**src/rtl/lv_mode_fsm.sv**
```systemverilog
// lv_mode_fsm: low-voltage mode controller.
// Sequences power-up (efuse load, ADC handshake with the one-wire controller),
// runs the operating modes (NORMAL/CFG/BIST/TEST), and latches error sources
// into FAILSAFE or FAULT. Outputs are registered from the next state so that
// o_ctrl_vec and o_int_n change in the same cycle as o_cur_st.
// Build option: define LV_MODE_FSM_BIST_EN to implement the BIST mode; without
// it, BIST is unreachable, bist_en is ignored and o_ctrl_vec[4] stays 0.
module lv_mode_fsm #(
  parameter int ERR_NUM      = 13,
  parameter int REQ_ADC_NUM  = 4,
  parameter int RST_HOLD_CYC = 8
) (
  input  logic               i_clk,
  input  logic               i_rst_n,
  input  logic               i_power_on,
  input  logic               i_test_mode,
  input  logic               i_efuse_vld,
  output logic               o_fsm_efuse_load_en,
  input  logic               i_efuse_fsm_load_done,
  output logic               o_fsm_ow_ctrl_req_adc,
  input  logic               i_ow_ctrl_fsm_ack_adc,
  input  logic               i_ow_ctrl_fsm_ack_adc_status,
  input  logic [ERR_NUM-1:0] i_err_vec,
  input  logic [ERR_NUM-1:0] i_err_fatal,
  input  logic [ERR_NUM-1:0] i_err_clr,
  input  logic               i_fsenb_n,
  input  logic [3:0]         i_mode_req,
  output logic [7:0]         o_ctrl_vec,
  output logic               o_int_n,
  output logic [ERR_NUM-1:0] o_err_lock,
  output logic [3:0]         o_cur_st
);

  localparam logic [3:0] ST_POWER_DOWN = 4'd0;
  localparam logic [3:0] ST_WAIT       = 4'd1;
  localparam logic [3:0] ST_TEST       = 4'd2;
  localparam logic [3:0] ST_NORMAL     = 4'd3;
  localparam logic [3:0] ST_FAILSAFE   = 4'd4;
  localparam logic [3:0] ST_FAULT      = 4'd5;
  localparam logic [3:0] ST_CFG        = 4'd6;
  localparam logic [3:0] ST_RST        = 4'd7;
  localparam logic [3:0] ST_BIST       = 4'd8;

  localparam logic [7:0] ADC_TARGET = 8'(REQ_ADC_NUM);
  localparam logic [7:0] RST_LAST   = 8'(RST_HOLD_CYC - 1);

  // Mode request fields: {sft_rst, bist_en, cfg_en, normal_en}.
  logic sft_rst;
  logic bist_en;
  logic cfg_en;
  logic normal_en;

  assign sft_rst   = i_mode_req[3];
  assign cfg_en    = i_mode_req[1];
  assign normal_en = i_mode_req[0];

`ifdef LV_MODE_FSM_BIST_EN
  localparam logic [7:0] CTRL_KEEP = 8'hFF;
  assign bist_en = i_mode_req[2];
`else
  // BIST compiled out: request bit is deliberately ignored, bist output bit forced low.
  localparam logic [7:0] CTRL_KEEP = 8'hEF;
  logic unused_bist_req;
  assign bist_en         = 1'b0;
  assign unused_bist_req = i_mode_req[2];
`endif

  logic [3:0] state;
  logic [3:0] state_nxt;
  logic       done_lock;
  logic       efuse_rdy;
  logic [7:0] adc_cnt;
  logic       adc_done;
  logic       adc_active;
  logic       adc_ack_ok;
  logic [7:0] rst_cnt;
  logic       fatal_hit;
  logic       any_err;
  logic       lock_en;
  logic [ERR_NUM-1:0] lock_set;
  logic [ERR_NUM-1:0] lock_clr;

  assign o_cur_st  = state;
  assign efuse_rdy = i_efuse_vld | done_lock;
  assign adc_done  = (adc_cnt == ADC_TARGET);
  assign fatal_hit = |(o_err_lock & i_err_fatal);
  assign any_err   = (|o_err_lock) | ~i_fsenb_n;

  // Control-vector encoding per state: {fsafe, ow_comm, cfg, bist, spi, ow_wdg, crc_wdg, pwm}.
  function automatic logic [7:0] ctrl_of(input logic [3:0] st);
    case (st)
      ST_WAIT, ST_TEST: ctrl_of = 8'h48;
      ST_NORMAL:        ctrl_of = 8'h4F;
      ST_FAILSAFE:      ctrl_of = 8'hC8;
      ST_FAULT:         ctrl_of = 8'h08;
      ST_CFG:           ctrl_of = 8'h68;
      ST_BIST:          ctrl_of = 8'h58;
      default:          ctrl_of = 8'h00;
    endcase
  endfunction

  // Next-state decision; power loss overrides every other transition.
  always_comb begin
    // NOTE: default assignment first so every path drives state_nxt and no latch is inferred.
    state_nxt = state;
    case (state)
      ST_POWER_DOWN: begin
        if (i_power_on) state_nxt = ST_WAIT;
      end
      ST_WAIT: begin
        if (efuse_rdy) begin
          if (i_test_mode)                state_nxt = ST_TEST;
          else if (adc_done && normal_en) state_nxt = ST_NORMAL;
        end
      end
      ST_TEST: begin
        if (!i_test_mode) state_nxt = ST_WAIT;
      end
      ST_NORMAL, ST_CFG, ST_BIST: begin
        if (fatal_hit)    state_nxt = ST_FAULT;
        else if (any_err) state_nxt = ST_FAILSAFE;
        else if (sft_rst) state_nxt = ST_RST;
        else if (state == ST_NORMAL) begin
          if (cfg_en)       state_nxt = ST_CFG;
          else if (bist_en) state_nxt = ST_BIST;
        end else if (state == ST_CFG) begin
          if (!cfg_en) state_nxt = ST_NORMAL;
        end else begin
          // BIST; in a build without BIST this also recovers a stray encoding.
          if (!bist_en) state_nxt = ST_NORMAL;
        end
      end
      ST_FAILSAFE: begin
        if (fatal_hit)                      state_nxt = ST_FAULT;
        else if (sft_rst)                   state_nxt = ST_RST;
        else if (!(|o_err_lock) && i_fsenb_n) state_nxt = ST_NORMAL;
      end
      ST_FAULT: begin
        if (sft_rst) state_nxt = ST_RST;
      end
      ST_RST: begin
        if (rst_cnt == RST_LAST) state_nxt = ST_WAIT;
      end
      default: state_nxt = ST_POWER_DOWN;
    endcase
    if (!i_power_on) state_nxt = ST_POWER_DOWN;
  end

  // State register and outputs registered from the next state.
  always_ff @(posedge i_clk or negedge i_rst_n) begin
    if (!i_rst_n) begin
      state      <= ST_POWER_DOWN;
      o_ctrl_vec <= 8'h00;
      o_int_n    <= 1'b1;
    end else begin
      // NOTE: non-blocking assignments so every register samples pre-edge values.
      state      <= state_nxt;
      o_ctrl_vec <= ctrl_of(state_nxt) & CTRL_KEEP;
      o_int_n    <= ~((state_nxt == ST_FAILSAFE) | (state_nxt == ST_FAULT) | (|o_err_lock));
    end
  end

  // RST dwell counter: runs only while staying in RST, so sft_rst cannot restart it.
  always_ff @(posedge i_clk or negedge i_rst_n) begin
    if (!i_rst_n) begin
      rst_cnt <= 8'd0;
    end else if ((state == ST_RST) && (state_nxt == ST_RST)) begin
      rst_cnt <= rst_cnt + 8'd1;
    end else begin
      rst_cnt <= 8'd0;
    end
  end

  // Sticky error flags: set wins over write-1-to-clear; no capture in POWER_DOWN/RST.
  assign lock_en  = (state != ST_POWER_DOWN) && (state != ST_RST);
  assign lock_set = lock_en ? i_err_vec : '0;
  assign lock_clr = i_err_clr & ~i_err_vec;

  always_ff @(posedge i_clk or negedge i_rst_n) begin
    if (!i_rst_n) begin
      o_err_lock <= '0;
    end else begin
      o_err_lock <= (o_err_lock & ~lock_clr) | lock_set;
    end
  end

  // Efuse load pulse on the POWER_DOWN->WAIT step when efuse data is not yet valid.
  always_ff @(posedge i_clk or negedge i_rst_n) begin
    if (!i_rst_n) begin
      o_fsm_efuse_load_en <= 1'b0;
    end else begin
      o_fsm_efuse_load_en <= (state == ST_POWER_DOWN) && i_power_on && !i_efuse_vld;
    end
  end

  // Remember load completion; a new load request discards any earlier completion.
  always_ff @(posedge i_clk or negedge i_rst_n) begin
    if (!i_rst_n) begin
      done_lock <= 1'b0;
    end else if (o_fsm_efuse_load_en) begin
      done_lock <= 1'b0;
    end else if (i_efuse_fsm_load_done) begin
      done_lock <= 1'b1;
    end
  end

  // ADC handshake: request only while staying in WAIT with efuse ready and acks
  // still owed. After an ack the request drops for one idle cycle, then re-arms.
  assign adc_active = (state == ST_WAIT) && (state_nxt == ST_WAIT) && efuse_rdy && !adc_done;
  assign adc_ack_ok = o_fsm_ow_ctrl_req_adc && i_ow_ctrl_fsm_ack_adc &&
                      !i_ow_ctrl_fsm_ack_adc_status && (state == ST_WAIT) && !adc_done;

  // Request register; leaving WAIT (including power loss) drops it immediately.
  always_ff @(posedge i_clk or negedge i_rst_n) begin
    if (!i_rst_n) begin
      o_fsm_ow_ctrl_req_adc <= 1'b0;
    end else begin
      o_fsm_ow_ctrl_req_adc <= adc_active && !(o_fsm_ow_ctrl_req_adc && i_ow_ctrl_fsm_ack_adc);
    end
  end

  // Successful-ack counter, saturating at the target; cleared in POWER_DOWN and RST.
  always_ff @(posedge i_clk or negedge i_rst_n) begin
    if (!i_rst_n) begin
      adc_cnt <= 8'd0;
    end else if ((state == ST_POWER_DOWN) || (state == ST_RST)) begin
      adc_cnt <= 8'd0;
    end else if (adc_ack_ok) begin
      adc_cnt <= adc_cnt + 8'd1;
    end
  end

endmodule

```
**config.mk**
```make
export PLATFORM = sky130hd
export DESIGN_NAME = lv_mode_fsm
export DESIGN_NICKNAME = d
export VERILOG_FILES = /design/src/rtl/lv_mode_fsm.sv
export SDC_FILE = /design/constraint.sdc
export NUM_CORES = 1
export LEC_CHECK = 0
export CAP_MARGIN = 20
export CORE_MARGIN = 8
export CORE_UTILIZATION = 30
export DETAILED_ROUTE_END_ITERATION = 12
export DONT_BUFFER_PORTS = 1
export HOLD_SLACK_MARGIN = 0.06
export PLACE_DENSITY = 0.43
export SLEW_MARGIN = 20
export SYNTH_ARGS = -nofsm -noshare
export SYNTH_HDL_FRONTEND = slang
export SYNTH_SLANG_ARGS = --single-unit
```
**constraint.sdc**
```tcl
create_clock -name i_clk -period 2.7 [get_ports i_clk]
set_input_delay 0.81 -clock i_clk [delete_from_list [all_inputs] [get_ports i_clk]]
set_output_delay 0.81 -clock i_clk [all_outputs]
set_load 0.02 [all_outputs]
```
; After elaboration in Yosys (flattened, before gate mapping)
; Cells that the tools add are included.
; Widths: inputs -> output; s select.
[op_classes]
bitwise = 12
eq_ne = 19
add_sub_neg = 2
n_reduce_logical = 28
n_mux = 25
[ops]
columns = op, n
row1 = $mux 4, 17
row2 = $pmux 8 s6, 1
row3 = $and 13x13->13, 3
row4 = $eq 4x3->1 const B, 8
row5 = $pmux 4 s7, 1
row6 = $not 13->13, 2
row7 = $reduce_or 13->1, 2
row8 = $mux 8, 3
row9 = $add 8x1->8 const B, 2
row10 = $eq 4x2->1 const B, 4
row11 = $eq 8x3->1 const B, 2
row12 = $logic_and 1x1->1, 14
row13 = $mux 13, 1
row14 = $or 13x13->13, 1
row15 = $eq 4x1->1 const B, 2
row16 = $eq 4x4->1 const B, 2
row17 = $logic_not 1->1, 5
row18 = $logic_not 4->1, 1
row19 = $ne 4x3->1 const B, 1
row20 = $or 1x1->1, 4
row21 = $reduce_bool 2->1, 2
row22 = $reduce_bool 4->1, 1
row23 = $reduce_or 3->1, 1
row24 = $mux 1, 2
row25 = other kinds (3), 4
[word_totals]
reg_bits = 44
word_cells = 95

; Longest topological paths before layout
[logic_depth]
depth_word = 13
depth_mapped = 8

; Least setup slack after synthesis
; Ideal clock, no wire load.
[synth_path]
kind = in2reg
from = input port i_efuse_vld
to = register o_ctrl_vec[7]
setup_time_ns = 0.101
arrival_time_ns = 1.976
setup_slack_ns = 0.623
stages = 5
t_required_ns = 2.599
path_cell_list = or2_2 -> and4_2 -> a311oi_2 -> o311ai_1 -> nor4_1
[synth_between]
elab_chain_cells = 7
elab_cells_between_ends = 13
classes_between = eq/ne: 7 / mux: 4 / bitwise: 1 / reduce/logical: 1
[synth_rtl]
columns = element, line_no
row1 = from (decl), 17  ; input logic i_efuse_vld,
row2 = $or 1x1->1 *, 84  ; assign efuse_rdy = i_efuse_vld | done_lock;
row3 = $mux 4 *, 111  ; if (efuse_rdy) begin
row4 = $pmux 4 s7 *, 106  ; case (state)
row5 = $mux 4 *, 146  ; if (!i_power_on) state_nxt = ST_POWER_DOWN;
row6 = $eq 4x1->1 / $eq 4x2->1 (equally long branches), 91  ; case (st)
row7 = $reduce_or 2->1, 91
row8 = $pmux 8 s6 *, 91
row9 = to (signal assigned), 158  ; o_ctrl_vec <= ctrl_of(state_nxt) & CTRL_KEEP;
row10 = to (decl), 28  ; output logic [7:0] o_ctrl_vec,
; Mark *: on every way between the ends. The rest lies on a longest branch, timed or not.
; A chain may end at the register's enable or synchronous reset.

; Final worst setup path
[layout_path]
from = register rst_cnt[3]
to = register o_fsm_ow_ctrl_req_adc
[layout_between]
elab_chain_cells = 9
[layout_rtl]
columns = element, line_no
row1 = from (decl), 76  ; logic [7:0] rst_cnt;
row2 = from (signal assigned), 168  ; rst_cnt <= rst_cnt + 8'd1;
row3 = $eq 8x3->1, 142  ; if (rst_cnt == RST_LAST) state_nxt = ST_WAIT;
row4 = $mux 4, 142
row5 = $pmux 4 s7, 106
row6 = $mux 4, 146
row7 = $eq 4x1->1, 209  ; assign adc_active = (state == ST_WAIT) && (state_nxt == ST_WAIT) && efuse_rdy && !adc_done;
row8 = $logic_and 1x1->1 (3 in a row), 209
row9 = $logic_and 1x1->1, 218  ; o_fsm_ow_ctrl_req_adc <= adc_active && !(o_fsm_ow_ctrl_req_adc && i_ow_ctrl_fsm_ack_adc);
row10 = to (signal assigned), 218
row11 = to (decl), 20  ; output logic o_fsm_ow_ctrl_req_adc,
; No other way between the ends.

==> results by group <==
Run status
  – Status: finished, final reports clean

Setup path
  – CP cell instances: or4_4 > o31ai_4 > nand2_2 > a311oi_2 > o311ai_1 > nor4_1
  – Crit path max-delay cell type: or4_4
  – Worst path buffer plus inverter count: 0
  – Critical Path AT: 2.44 ns
  – Startpoint types: flop
  – R2R Setup Slk: 0.45 ns
  – Max incr delay on CP: 0.56 ns
  – Crit. End Element: flop
  – Worst setup path class: flop to flop
  – Delay-heaviest family, CP: simple AND/OR/NAND/NOR gates
  – CP Max Fanout: 5
  – Critical Path RT: 2.89 ns

Pwr
  – Power consumption: between 1500 and 2000 uW
  – Comb pwr share: 11.0%
  – Power density over cell area: 635 nW/um2
  – Cell-internal power: 1130 uW
  – Lkg Pwr: around 0.0011 uW
  – Seq pwr share: 49.8%
  – Psw: between 400 and 500 uW
  – Sw Share: 27.1%
  – Clock power frac: 39.2%
  – Maximum VDD drop: between 0.2 and 0.3 mV

Detailed routing
  – Via Count: about 1700
  – Post-route ant nets: 0
  – Routed vias/inst: 5.10
  – # DRC: 0
  – Starting DRT DRC Count: 49
  – Avg WL per Cell: 16.4 um
  – Initial DRT Pass Iterations: 4
  – Routed Wire Length: 5510 um

Placement
  – Port Buffers: 0
  – Post-placement cell count: approximately 330
  – Hpwl dp: 4240 um
  – RD Place Congestion: slightly below 0.8

STA
  – Unrepaired setup endpoints after global routing: no
  – Final Skew: 0.0111 ns
  – Max-slew headroom: about half
  – Minimum clock period: 2.25 ns
  – Final setup viols: 0
  – Setup TNS: 0 ns
  – Worst Tran Pin Value: 0.743 ns
  – Fmax: 0.445 GHz
  – Hold Fails Final Rpt: 0
  – Final Max Slew Viols: 0
  – Final Cycle Share: a little over four fifths

Clocking
  – CTS-repair resized insts: 0
  – Clock buffer count from CTS: 5
  – Worst skew pair latency: 0.29 ns
  – TritonCTS clock tree: built
  – CTS clk-pin slew, worst paths: roughly 0.090 ns
  – Clk sinks: 42
  – # Post-CTS Setup Buffers: 0
  – H-tree Lvls: 2
  – Root Buffer: clkbuf_8
  – Hold buffer count at CTS: 0
  – Max clock buf depth: 2

Cells and area
  – Antenna diode instance count: 0
  – NumNets Final: 291
  – Non-Filler Instances: 336
  – Synth-to-Final Area Change: 11.8%
  – Layout cells sized above 1: 10.5%
  – Final core utilization: about a third

Synth
  – Synth top area cells: dfrtp_1, a21oi_1, xor2_1, nor2_1, inv_1
  – Async S/R FF share, synth: 100%
  – Warnings from Yosys: 0
  – Post-synth EDFFs: 0
  – List of most frequent post-synthesis cells: dfrtp_1, a21oi_1, nor2_1
  – Cells after synthesis: approximately 230
  – Seq/Total Area, Yosys: between 40% and 50%
  – Count leader, synth: dfrtp_1
  – Synth Cell Area: 2190 um2
  – Synthesis-stage register bit count: 42
  – Post-synth cell types: 51
  – Synthesized area per cell: 9.40 um2
  – Area share of the largest cell type after synthesis: ~47%
  – Synth Flop Type: dfrtp_1
  – Area leader, netlist: dfrtp_1

Floorplanning
  – Starting density of the core: slightly above 30%
  – Rows: 31
  – DIE AREA: 10300 um2
  – Chip width: 101 um
  – Core area: approximately 7200 um2
  – Die Span Y: 101 um
  – Ports: 80

GRT
  – Vias in the first global route: approximately 1800
  – Overall routing resource usage: roughly 11%
  – Largest net degree at the start of global routing: 43
  – Total grt overflow: 0
  – Initial antenna violation count: 0
  – First-pass GRT wire length: 9160 um

Run
  – Max-Cap Viols: 0

Worst hold path
  – Worst hold path class: input pin to asynchronous set/reset pin
[cell usage in the layout (no fill, tap or decap), drive strengths merged, types with 2 or more instances in the layout]
master / instances
dfrtp: 41
a21oi: 31
nor2: 25
inv: 19
nand2: 15
xor2: 11
nand3: 8
nand4: 7
clkbuf: 6
nor4: 6
and3: 6
a22oi: 5
buf: 5
nor2b: 4
nor3: 3
a21o: 3
xnor2: 3
ha: 3
o21ai: 3
and4b: 2
a31oi: 2
o211ai: 2
or3: 2
conb: 2
bufinv: 2
and4: 2
o31ai: 2
or2: 2
o311ai: 2
[cells by family after synthesis]
logic type,Yosys count,synth area share [%]
buf+inv,29,5.54
simple gates,88,22.2
mux,1,0.457
other cells,1,0.171
flops,42,48.1
compound gates,55,16.3
fa+ha+maj,3,1.71
xor+xnor,14,5.60
[metrics by stage]
stage                     worst slack, ns  area, um2  hold slack (ns)
after floorplan                     0.623       2190            0.425
after global placement              0.395       2300            0.445
after detailed placement            0.406       2300            0.459
after CTS                           0.455       2450            0.186
after global routing                0.319       2450            0.172
final                               0.452       2450            0.203
[layout make-up]
class	count	area, um2
inverters	19	71.3
clock buffers	6	82.6
multi-input cells	163	1020
well taps	99	124
clock inverters	2	60.1
flip-flops and latches	42	1050
repair buffers	5	37.5
fillers	735	4730
[state kept, by name, summed over array words and instances (netlist names)]
signal / count
o_err_lock: 13
adc_cnt: 8
rst_cnt: 8
o_ctrl_vec: 5
o_cur_st: 4
done_lock: 1
o_fsm_efuse_load_en: 1
o_fsm_ow_ctrl_req_adc: 1
o_int_n: 1
[power groups by stage]
| stage | Clock [uW] | Combinational [uW] | Sequential [uW] |
|---|---|---|---|
| CTS | 636 | 174 | 776 |
| global route | 667 | 193 | 783 |
| detailed placement | 0 | 173 | 789 |
| floorplan | 0 | 138 | 764 |
| finish | 609 | 171 | 774 |
| global placement | 0 | 172 | 790 |
[per-layer routing]
layer / share of wire, % / vias up / global-route usage (%) / wire length (um)
li1: - / 822 / - / -
met1: 47 / 827 / 14.4 / 2610
met2: 44 / 63 / 17.9 / 2440
met3: 7.7 / 2 / 3.92 / 426
met4: 0.54 / 0 / 2.75 / 30
met5: 0 / - / 0 / 0
[path summary, 6_finish.rpt]
check / cells after the start / start / end
setup / recovery: 6 / rst_cnt[3] / o_fsm_ow_ctrl_req_adc
hold / removal: 0 / i_rst_n / o_ctrl_vec[6]
setup reg to reg: 6 / rst_cnt[3] / o_fsm_ow_ctrl_req_adc
hold reg to reg: 1 / rst_cnt[0] / rst_cnt[0]
max in group asynchronous: 0 / i_rst_n / o_int_n
min in group i_clk: 1 / rst_cnt[0] / rst_cnt[0]
[worst reg2reg max path, cell delays in order, from the launching register on]
cell	delay (ns)
dfrtp_1	0.44
or4_4	0.57
o31ai_4	0.27
nand2_2	0.09
a311oi_2	0.28
o311ai_1	0.24
nor4_1	0.28
Power figures use the tool's default switching activity.
